[src/rtl/jac1_reg_trace.sv]
// Multi-channel register-value trace buffer: logs {timestamp, channel, value}
// on every watched-register change and serves entries over a FWFT valid/ready port.
module jac1_reg_trace #(
    parameter int DATA_WIDTH = 8,
    parameter int CHANNELS   = 2,
    parameter int DEPTH      = 16,
    parameter int TS_WIDTH   = 16,
    localparam int AW        = $clog2(DEPTH),
    localparam int CW        = (CHANNELS > 1) ? $clog2(CHANNELS) : 1,
    localparam int CNTW      = AW + 1
) (
    input  logic                           clk,
    input  logic                           sys_res,
    input  logic                           arm,
    input  logic                           mode_wrap,
    input  logic                           clear,
    input  logic [CHANNELS*DATA_WIDTH-1:0] ch_val,
    output logic                           rd_valid,
    input  logic                           rd_ready,
    output logic [DATA_WIDTH-1:0]          rd_data,
    output logic [CW-1:0]                  rd_chan,
    output logic [TS_WIDTH-1:0]            rd_ts,
    output logic [CNTW-1:0]                count,
    output logic                           overflow,
    output logic [1:0]                     state
);

    typedef enum logic [1:0] {
        S_IDLE    = 2'b00,
        S_CAPTURE = 2'b01,
        S_FULL    = 2'b10
    } state_t;

    state_t                  state_q, state_d;
    logic [TS_WIDTH-1:0]     ts_q;
    logic [DATA_WIDTH-1:0]   base_q [CHANNELS];
    logic [AW-1:0]           wr_ptr_q, rd_ptr_q;
    logic [CNTW-1:0]         count_q;
    logic                    ovf_q;

    logic [DATA_WIDTH-1:0]   mem_data [DEPTH];
    logic [CW-1:0]           mem_chan [DEPTH];
    logic [TS_WIDTH-1:0]     mem_ts   [DEPTH];

    logic                    hit;
    logic [CW-1:0]           sel_ch;
    logic [DATA_WIDTH-1:0]   sel_val;
    logic                    need_wr, full, pop, do_store;

    // Lowest-index differing channel wins; scanning downward lets it overwrite higher ones.
    always_comb begin
        hit     = 1'b0;
        sel_ch  = '0;
        sel_val = '0;
        for (int i = CHANNELS - 1; i >= 0; i--) begin
            if (ch_val[i*DATA_WIDTH +: DATA_WIDTH] != base_q[i]) begin
                hit     = 1'b1;
                sel_ch  = i[CW-1:0];
                sel_val = ch_val[i*DATA_WIDTH +: DATA_WIDTH];
            end
        end
    end

    assign need_wr  = (state_q == S_CAPTURE) && arm && hit;
    assign full     = (count_q == CNTW'(DEPTH));
    assign pop      = (count_q != '0) && rd_ready;
    // A full buffer only accepts the entry if a slot frees this edge or overwrite is allowed.
    assign do_store = need_wr && !clear && (!full || pop || mode_wrap);

    always_comb begin
        state_d = state_q;
        case (state_q)
            S_IDLE:    if (arm) state_d = S_CAPTURE;
            S_CAPTURE: begin
                if (!arm)
                    state_d = S_IDLE;
                else if (need_wr && full && !mode_wrap && !pop)
                    state_d = S_FULL;
            end
            S_FULL:    if (!arm) state_d = S_IDLE;
            default:   state_d = S_IDLE;
        endcase
        if (clear)
            state_d = arm ? S_CAPTURE : S_IDLE;
    end

    always_ff @(posedge clk or posedge sys_res) begin
        if (sys_res) begin
            state_q  <= S_IDLE;
            ts_q     <= '0;
            wr_ptr_q <= '0;
            rd_ptr_q <= '0;
            count_q  <= '0;
            ovf_q    <= 1'b0;
            for (int i = 0; i < CHANNELS; i++)
                base_q[i] <= '0;
        end else begin
            ts_q    <= ts_q + TS_WIDTH'(1);
            state_q <= state_d;

            // Baselines resync on arming and on a flush so stale values never produce entries.
            if ((state_q == S_IDLE && arm) || (clear && arm)) begin
                for (int i = 0; i < CHANNELS; i++)
                    base_q[i] <= ch_val[i*DATA_WIDTH +: DATA_WIDTH];
            end else if (need_wr) begin
                base_q[sel_ch] <= sel_val;
            end

            if (clear) begin
                wr_ptr_q <= '0;
                rd_ptr_q <= '0;
                count_q  <= '0;
                ovf_q    <= 1'b0;
            end else begin
                if (do_store)
                    wr_ptr_q <= wr_ptr_q + AW'(1);
                if (pop || (do_store && full))
                    rd_ptr_q <= rd_ptr_q + AW'(1);
                if (need_wr && full && !pop)
                    ovf_q <= 1'b1;
                if (do_store && !pop && !full)
                    count_q <= count_q + CNTW'(1);
                else if (pop && !do_store)
                    count_q <= count_q - CNTW'(1);
            end
        end
    end

    always_ff @(posedge clk) begin
        if (do_store) begin
            mem_data[wr_ptr_q] <= sel_val;
            mem_chan[wr_ptr_q] <= sel_ch;
            mem_ts[wr_ptr_q]   <= ts_q;
        end
    end

    assign rd_valid = (count_q != '0);
    assign rd_data  = rd_valid ? mem_data[rd_ptr_q] : '0;
    assign rd_chan  = rd_valid ? mem_chan[rd_ptr_q] : '0;
    assign rd_ts    = rd_valid ? mem_ts[rd_ptr_q]   : '0;
    assign count    = count_q;
    assign overflow = ovf_q;
    assign state    = state_q;

endmodule

[config.mk]
export PLATFORM = sky130hd
export DESIGN_NAME = jac1_reg_trace
export DESIGN_NICKNAME = d
export VERILOG_FILES = /design/src/rtl/jac1_reg_trace.sv
export SDC_FILE = /design/constraint.sdc
export NUM_CORES = 1
export LEC_CHECK = 0
export CORE_ASPECT_RATIO = 1.2
export CORE_UTILIZATION = 45
export CTS_CLUSTER_DIAMETER = 60
export DETAILED_ROUTE_END_ITERATION = 16
export PLACE_DENSITY = 0.63
export SETUP_SLACK_MARGIN = 0.2
export SYNTH_ARGS = -nofsm -noshare
export SYNTH_HDL_FRONTEND = slang
export SYNTH_SLANG_ARGS = --single-unit
[constraint.sdc]
create_clock -name clk -period 10.66 [get_ports clk]
set_input_delay 3.198 -clock clk [delete_from_list [all_inputs] [get_ports clk]]
set_output_delay 3.198 -clock clk [all_outputs]
set_load 0.05 [all_outputs]
==> key figures, run 1 <==
Detailed routing
  – Number of nets with antenna violations after detailed routing: 0
  – Detailed-routing iteration count for the pre-antenna-repair pass: 7
  – Detailed-route wire length per cell: 24.06 µm
  – Drt initial violations: 733
  – Overall via count from detail_route: 9190
  – Routed WL: 38.36 mm
  – DRC viols: 0
  – Routed via count divided by cell count: slightly below 6

Die
  – Row Count: 79
  – Area inside the core boundary: 39140 µm²
  – I/O pin total: 56
  – Initial Utilization: 46.00%
  – Die boundary height: 221.1 µm
  – Area of the die: slightly above 40000 µm²
  – Horiz. Die Dim: 184.6 µm

STA
  – Fmax: ~130 MHz
  – Final max-slew violation count: 0
  – Endpoints failing hold: 0
  – Max-Slew Margin vs Limit: 31.72%
  – Number of failing setup endpoints in the final timing report: 0
  – Period utilisation layout: between 60% and 70%
  – Final Hold Slack: 494.6 ps
  – Worst clock skew on the final layout: 15.18 ps
  – Unrepaired setup endpoints after global routing: no
  – Worst slew pin tran: approximately 1000 ps
  – Clock period minus final worst setup slack: approximately 7400 ps
  – Final TNS setup: 0 ps

Place
  – Post-DP HPWL: roughly 20 mm
  – Port Buffer Count: 55
  – Cells after DPL: 1516
  – RePlAce Congestion: 0.7098

Clocking
  – Clock-pin slew reported for the worst setup and hold paths after clock tree synthesis: roughly 60 ps
  – Clock Latency Late Sink: 550 ps
  – Gates resized, CTS repair: 0
  – CTS tree: yes
  – Hold-fix buffer count after cts: 0
  – Post-CTS Setup Repair Bufs: 0
  – H-tree level count: 2
  – Number of buffers created by CTS: between 40 and 50
  – Maximum buffer depth of the clock tree: 3
  – Root buffer cell: sky130_fd_sc_hd__clkbuf_16
  – Clock Sinks: between 400 and 500

Power
  – Largest voltage drop on the vdd net: 112.5 µV
  – Standby leakage power: 6.880 nW
  – Sequential share of power: 43.6%
  – Net switching fraction of the power: about 28%
  – Power Internal: approximately 0.0032 W
  – Part of the power in combinational logic: 21.1%
  – Switching component of the power: 0.001249 W
  – Clock Power Share: 35.3%
  – Power Dens Cells: 217.6 nW/µm²

Global route
  – Number of global-route vias before repair: 9342
  – Largest net degree at the start of global routing: 76
  – Overall fraction of global-route tracks in use: 19.35%
  – Global-route wire length before repair: 58.01 mm
  – GR Overflow Total: 0
  – Initial antenna violation count: 0

Yosys
  – Count of distinct cell types in the synthesized netlist: 57
  – Mean area per synthesized cell: 18.55 µm²
  – Share of the yosys chip area belonging to registers: 73.37%
  – Post-synth EDFFs: 400
  – Top cells by area, synth: sky130_fd_sc_hd__edfxtp_1, sky130_fd_sc_hd__dfrtp_1, sky130_fd_sc_hd__mux4_2
  – Share of synthesized registers carrying an async set or reset: between 10 and 15%
  – Number of cells produced by synthesis: roughly 970
  – Area share of the largest cell type after synthesis: 66.70%
  – Synthesis-stage register bit count: 448
  – Library cell occupying the most area in the post-synthesis netlist: sky130_fd_sc_hd__edfxtp_1
  – Warnings, synthesis: 0
  – Netlist area before placement: 18010 µm²
  – Total nets after synthesis: 1004
  – Dominant synthesized flop cell: sky130_fd_sc_hd__edfxtp_1

Cells and area
  – FILL cells: 3186
  – Leading cell types in the layout, fill and taps excluded: sky130_fd_sc_hd__edfxtp_1, sky130_fd_sc_hd__mux2i_1, sky130_fd_sc_hd__clkdlybuf4s50_1
  – Area overhead of the layout relative to synthesis: 14.36%
  – Layout cells sized above 1: between 15 and 20%
  – Area occupied by multi-input gates: 4531 µm²
  – Net total in the final layout: 1068
  – Sequential cell area: 13220 µm²
  – Commonest non-fill, non-tap cell in the layout: sky130_fd_sc_hd__edfxtp_1
  – Post-route non-filler standard cell count: 1594
  – Antenna diode instance count: 0

Critical path
  – Number of buffers and inverters on the critical path: 3
  – Cell seen most often among critical-path stages: sky130_fd_sc_hd__buf_4
  – CP Launch Type: flip-flop
  – Kind of critical path: reg2out
  – Kind of cell adding the most delay to the critical path: buffers and inverters
  – Worst EP arrival: 4240 ps
  – Critical-path cell list: buf_4 > nand2_2 > buf_4 > o221ai_1 > o22ai_1 > a211oi_1 > clkdlybuf4s50_1
  – Type of destination of the critical path: output pin
  – Top fanout value on the critical path: 55
  – Required arrival time at the worst endpoint: 7460 ps
  – Stage delay of the slowest cell on the critical path: 890 ps
  – Slowest stage cell, crit path: sky130_fd_sc_hd__clkdlybuf4s50_1

Job
  – Maximum capacitance violations: 0

Worst hold path
  – Kind of path behind the tightest hold check: reg2reg

Status
  – Run status: completed
path summary, 6_finish.rpt:
check	depth (start not counted)	start	slack [ps]	end
setup / recovery	7	rd_ptr_q[1]	3220	rd_data[1]
hold / removal	2	overflow	490	overflow
setup reg to reg	12	count[0]	7210	count[4]
hold reg to reg	2	overflow	490	overflow
max in group asynchronous	3	sys_res	6930	rd_ptr_q[0]
min in group asynchronous	3	sys_res	3190	ts_q[9]
sequential cells by signal (all words and copies together), names as in the netlist:
signal	count
mem_ts	256
mem_data	128
base_q	16
mem_chan	16
ts_q	16
count	5
rd_ptr_q	4
wr_ptr_q	4
state	2
overflow	1
routing by layer:
metal  global-route usage [%]  part of all wire, %  vias up  wire [µm]
met3                    2.567                  4.4       54       1672
met5                        0                    0        -          0
met2                    32.44                   51      256      19370
met1                    26.40                   43     4804      16490
li1                         -                    -     4076          -
met4                    5.625                  2.1        0        818
power groups by stage:
stage	clock, W	sequential (W)	combinational [W]
4_1_cts	0.00160	0.00196	0.000960
3_3_place_gp	0	0.00199	0.000957
2_1_floorplan	0	0.00199	0.000684
3_5_place_dp	0	0.00199	0.000957
6_report	0.00158	0.00196	0.000946
5_1_grt	0.00167	0.00196	0.00100
cell type report:
| cell class | instances | area share (%) |
|---|---|---|
| Sequential cell | 448 | 64.18 |
| Multi-Input combinational cell | 462 | 22.00 |
| Clock buffer | 53 | 5.553 |
| Timing Repair Buffer | 71 | 3.317 |
| Tap cell | 526 | 3.196 |
| Clock inverter | 25 | 1.586 |
| Inverter | 9 | 0.1640 |
synthesized netlist by cell type, drive strengths merged (2+ instances only):
cell type	number
nor2	16
o22ai	25
edfxtp	400
mux4	50
ha	10
and2	10
a21o	2
and3	10
dfrtp	48
nor4	4
nand2	39
inv	8
buf	24
and4	6
nand4	4
nor2b	5
nand3	8
clkbuf	28
a211oi	25
a21oi	8
xor2	11
mux2	22
o21ai	3
mux2i	103
o221ai	50
a22o	8
nand2b	5
xnor2	22
through the flow:
stage               util, %  instance area, µm²  setup slack, ps  power, W
CTS                   52.61               20590             3070  0.004519
global placement      48.86               19120             3667  0.002950
finish                52.61               20590             3217  0.004481
floorplan                 -               18010             3913  0.002678
detailed placement    48.86               19120             3637  0.002951
global route          52.61               20590             3025  0.004627
worst register-to-register path: stages (launching register included):
cell and delay [ps]:
sky130_fd_sc_hd__dfrtp_1 460, sky130_fd_sc_hd__nor4_2 340, sky130_fd_sc_hd__and2b_1 160, sky130_fd_sc_hd__buf_4 430
sky130_fd_sc_hd__inv_2 70, sky130_fd_sc_hd__a21oi_1 170, sky130_fd_sc_hd__nand3_1 270, sky130_fd_sc_hd__fa_1 500
sky130_fd_sc_hd__a21o_1 190, sky130_fd_sc_hd__a21oi_1 180, sky130_fd_sc_hd__nand2_1 80, sky130_fd_sc_hd__o22a_1 210
sky130_fd_sc_hd__mux2_4 290
cells by family (layout without fill, tap and decap cells):
kind of cell	count (synthesis)	count (layout)	synth area share [%]
compound gates	130	130	5.760
xor+xnor	33	33	1.605
fa+ha+maj	11	11	0.8060
buf+inv	61	158	1.577
flops	448	448	73.37
mux	175	175	13.38
simple gates	113	113	3.502
No activity file was read; power rests on OpenSTA's default activity.
==> inputs of run 2 (changes only) <==
==> constraint.sdc (replaced) <==
create_clock -name clk -period 7.8 [get_ports clk]
set_input_delay 2.34 -clock clk [delete_from_list [all_inputs] [get_ports clk]]
set_output_delay 2.34 -clock clk [all_outputs]
set_load 0.05 [all_outputs]
==> run 2 against run 1 <==
Compared with the run above:
- via count is 0.77% lower
- clock power is 30% higher
- non-clock buffer count grew 1
- sequential share of layout area increased by 0.26 points
- core utilization shrank 0.21 points
- highest routed layer unchanged
==> key figures, run 2 (synthesis gave the netlist of run 1 again) <==
Status
  – Run status: completed

Clocking
  – Root buffer cell: sky130_fd_sc_hd__clkbuf_16
  – Clock Sinks: 448 (unchanged)
  – Clock Latency Late Sink: 550 ps (about the same)
  – Clock-pin slew reported for the worst setup and hold paths after clock tree synthesis: 70 ps (about the same)
  – Number of buffers created by CTS: 43 (unchanged)
  – Maximum buffer depth of the clock tree: 3 (unchanged)
  – Gates resized, CTS repair: 0 (unchanged)
  – H-tree level count: 2 (unchanged)
  – Hold-fix buffer count after cts: 0 (unchanged)
  – Post-CTS Setup Repair Bufs: 0 (unchanged)
  – CTS tree: yes

Critical path
  – Critical register-to-register path startpoint: count[0]
  – Kind of critical path: reg2out
  – Launch point of the worst path: rd_ptr_q[0]
  – Worst-case register-to-register setup slack: 3690 ps (-3520 ps)
  – Top fanout value on the critical path: 54 (-1.8%)
  – Required arrival time at the worst endpoint: 5460 ps (-2000 ps)
  – Type of destination of the critical path: output pin
  – R2R depth: 12 (unchanged)
  – CP Launch Type: flip-flop
  – Worst EP arrival: 3990 ps (-250 ps)

Global route
  – Initial antenna violation count: 0 (unchanged)
  – Met3 Use GR: 2.995% (+0.43 points)
  – Met2 routing resource usage after global routing: 32.65% (+0.21 points)
  – Global-route wire length before repair: 57.96 mm (about the same)
  – Met1 track demand over resource in global routing: 25.52% (-0.87 points)
  – Number of global-route vias before repair: 9529 (+2.0%)
  – GR Overflow Total: 0 (unchanged)
  – Overall fraction of global-route tracks in use: 19.32% (-0.035 points)
  – Largest net degree at the start of global routing: 59 (-22%)
  – Layer with the highest usage: met2

Cells and area
  – Leading cell types in the layout, fill and taps excluded: sky130_fd_sc_hd__edfxtp_1, sky130_fd_sc_hd__mux2i_1, sky130_fd_sc_hd__clkdlybuf4s50_1
  – Antenna diode instance count: 0 (unchanged)
  – Net total in the final layout: 1069 (+0.094%)
  – Area overhead of the layout relative to synthesis: 13.90%
  – Most flop-heavy register: mem_ts
  – Core utilization of the finished layout: 52.40% (-0.21 points)
  – Flip-flop count of the largest register after layout: 256 (unchanged)
  – Largest regs: mem_ts (256), mem_data (128)
  – FILL cells: 3147 (-1.2%)
  – Post-route non-filler standard cell count: 1597 (+0.19%)
  – Commonest non-fill, non-tap cell in the layout: sky130_fd_sc_hd__edfxtp_1
  – Layout cells sized above 1: 16.99% (-0.61 points)

Place
  – RePlAce Congestion: 0.7619 (+7.3%)
  – Port Buffer Count: 55 (unchanged)
  – Post-DP HPWL: 20.74 mm (+5.8%)
  – Cells after DPL: 1517 (+0.066%)

Detailed routing
  – Number of nets with antenna violations after detailed routing: 0 (unchanged)
  – Routed WL: 38.32 mm (about the same)
  – Routed via count divided by cell count: 5.710 (-0.96%)
  – Drt initial violations: 692 (-5.6%)
  – Detailed-routing iteration count for the pre-antenna-repair pass: 4 (-3)
  – Overall via count from detail_route: 9119 (-0.77%)
  – DRC viols: 0 (unchanged)
  – Detailed-route wire length per cell: 24.00 µm (-0.27%)

STA
  – Worst slew pin tran: 1091 ps (+66.51 ps)
  – Period utilisation layout: 81.12%
  – Max-Slew Margin vs Limit: 27.06% (-4.7 points)
  – Number of failing setup endpoints in the final timing report: 0 (unchanged)
  – Endpoints failing hold: 0 (unchanged)
  – Worst clock skew on the final layout: 18.76 ps (+3.581 ps)
  – Final max-slew violation count: 0 (unchanged)
  – Final Hold Slack: 511.2 ps (+16.64 ps)
  – Final TNS setup: 0 ps (unchanged)
  – Unrepaired setup endpoints after global routing: no
  – Fmax: ~160 MHz
  – Clock period minus final worst setup slack: 6328 ps

Die
  – Area inside the core boundary: 39140 µm² (unchanged)
  – Row Count: 79 (unchanged)
  – I/O pin total: 56 (unchanged)
  – Initial Utilization: 46.00% (unchanged)
  – Horiz. Die Dim: 184.6 µm (unchanged)
  – Area of the die: 40820 µm² (unchanged)
  – Die boundary height: 221.1 µm (unchanged)

Worst hold path
  – Depth of the worst hold-timing path: 2 (unchanged)
  – Kind of path behind the tightest hold check: reg2reg
  – Start point of the worst min-delay path: overflow

Power
  – Sum of internal, switching and leakage power: 0.006018 W (+34%)
  – Standby leakage power: 6.845 nW (-0.51%)
  – Largest voltage drop on the vdd net: 202.2 µV (+80%)
  – Power Dens Cells: 293.4 nW/µm² (+35%)

Job
  – Maximum capacitance violations: 0 (unchanged)
run 2: cell types whose count changed in the layout (fill, tap and decap cells not counted), sizes merged:
cell      before  now
buf           16   17
bufinv         7    4
clkbuf        53   56
clkinv        12   16
clkinvlp       4    2
run 2: final cells by class:
type,count,area (µm²),share of cell area (%)
well taps,526,658.1,3.209
clock inverters,24,235.2,1.147
flip-flops and latches,448,13220,64.44
inverters,9,33.78,0.1647
multi-input cells,462,4531,22.09
repair buffers,72,690.7,3.367
clock buffers,56,1145,5.582
run 2: path summary, 6_finish.rpt:
path                          endpoint
min in group asynchronous     ts_q[14]
hold / removal                overflow
setup / recovery            rd_data[6]
max in group asynchronous  rd_ptr_q[0]
setup reg to reg              count[4]
hold reg to reg               overflow
run 2: per-stage QoR:
| step | instance area, µm² | setup WS (ps) |
|---|---|---|
| 2_1_floorplan | 18010 | 1911 |
| 3_3_place_gp | 19130 | 2026 |
| 3_5_place_dp | 19130 | 2024 |
| 4_1_cts | 20510 | 1433 |
| 5_1_grt | 20510 | 1221 |
| 6_report | 20510 | 1472 |
run 2: layer usage:
metal  vias to the layer above  share of wire [%]
met2                       170                 51
met5                         -                  0
met4                         0                2.6
met1                      4795                 43
met3                        67                4.2
li1                       4087                  -
run 2: power breakdown:
group | switching [W] | total [W] | internal (W)
Sequential | 0.0000859 | 0.00271 | 0.00262
Combinational | 0.000749 | 0.00126 | 0.000514
Clock | 0.000872 | 0.00205 | 0.00117
Total | 0.00171 | 0.00602 | 0.00431
run 2: critical path, cell delays in order (launching register included):
cell and delay [ps]:
sky130_fd_sc_hd__dfrtp_4 1070, sky130_fd_sc_hd__buf_4 550, sky130_fd_sc_hd__mux2i_1 150, sky130_fd_sc_hd__o221ai_1 240, sky130_fd_sc_hd__o22ai_1 130, sky130_fd_sc_hd__a211oi_1 320
sky130_fd_sc_hd__clkdlybuf4s50_1 880
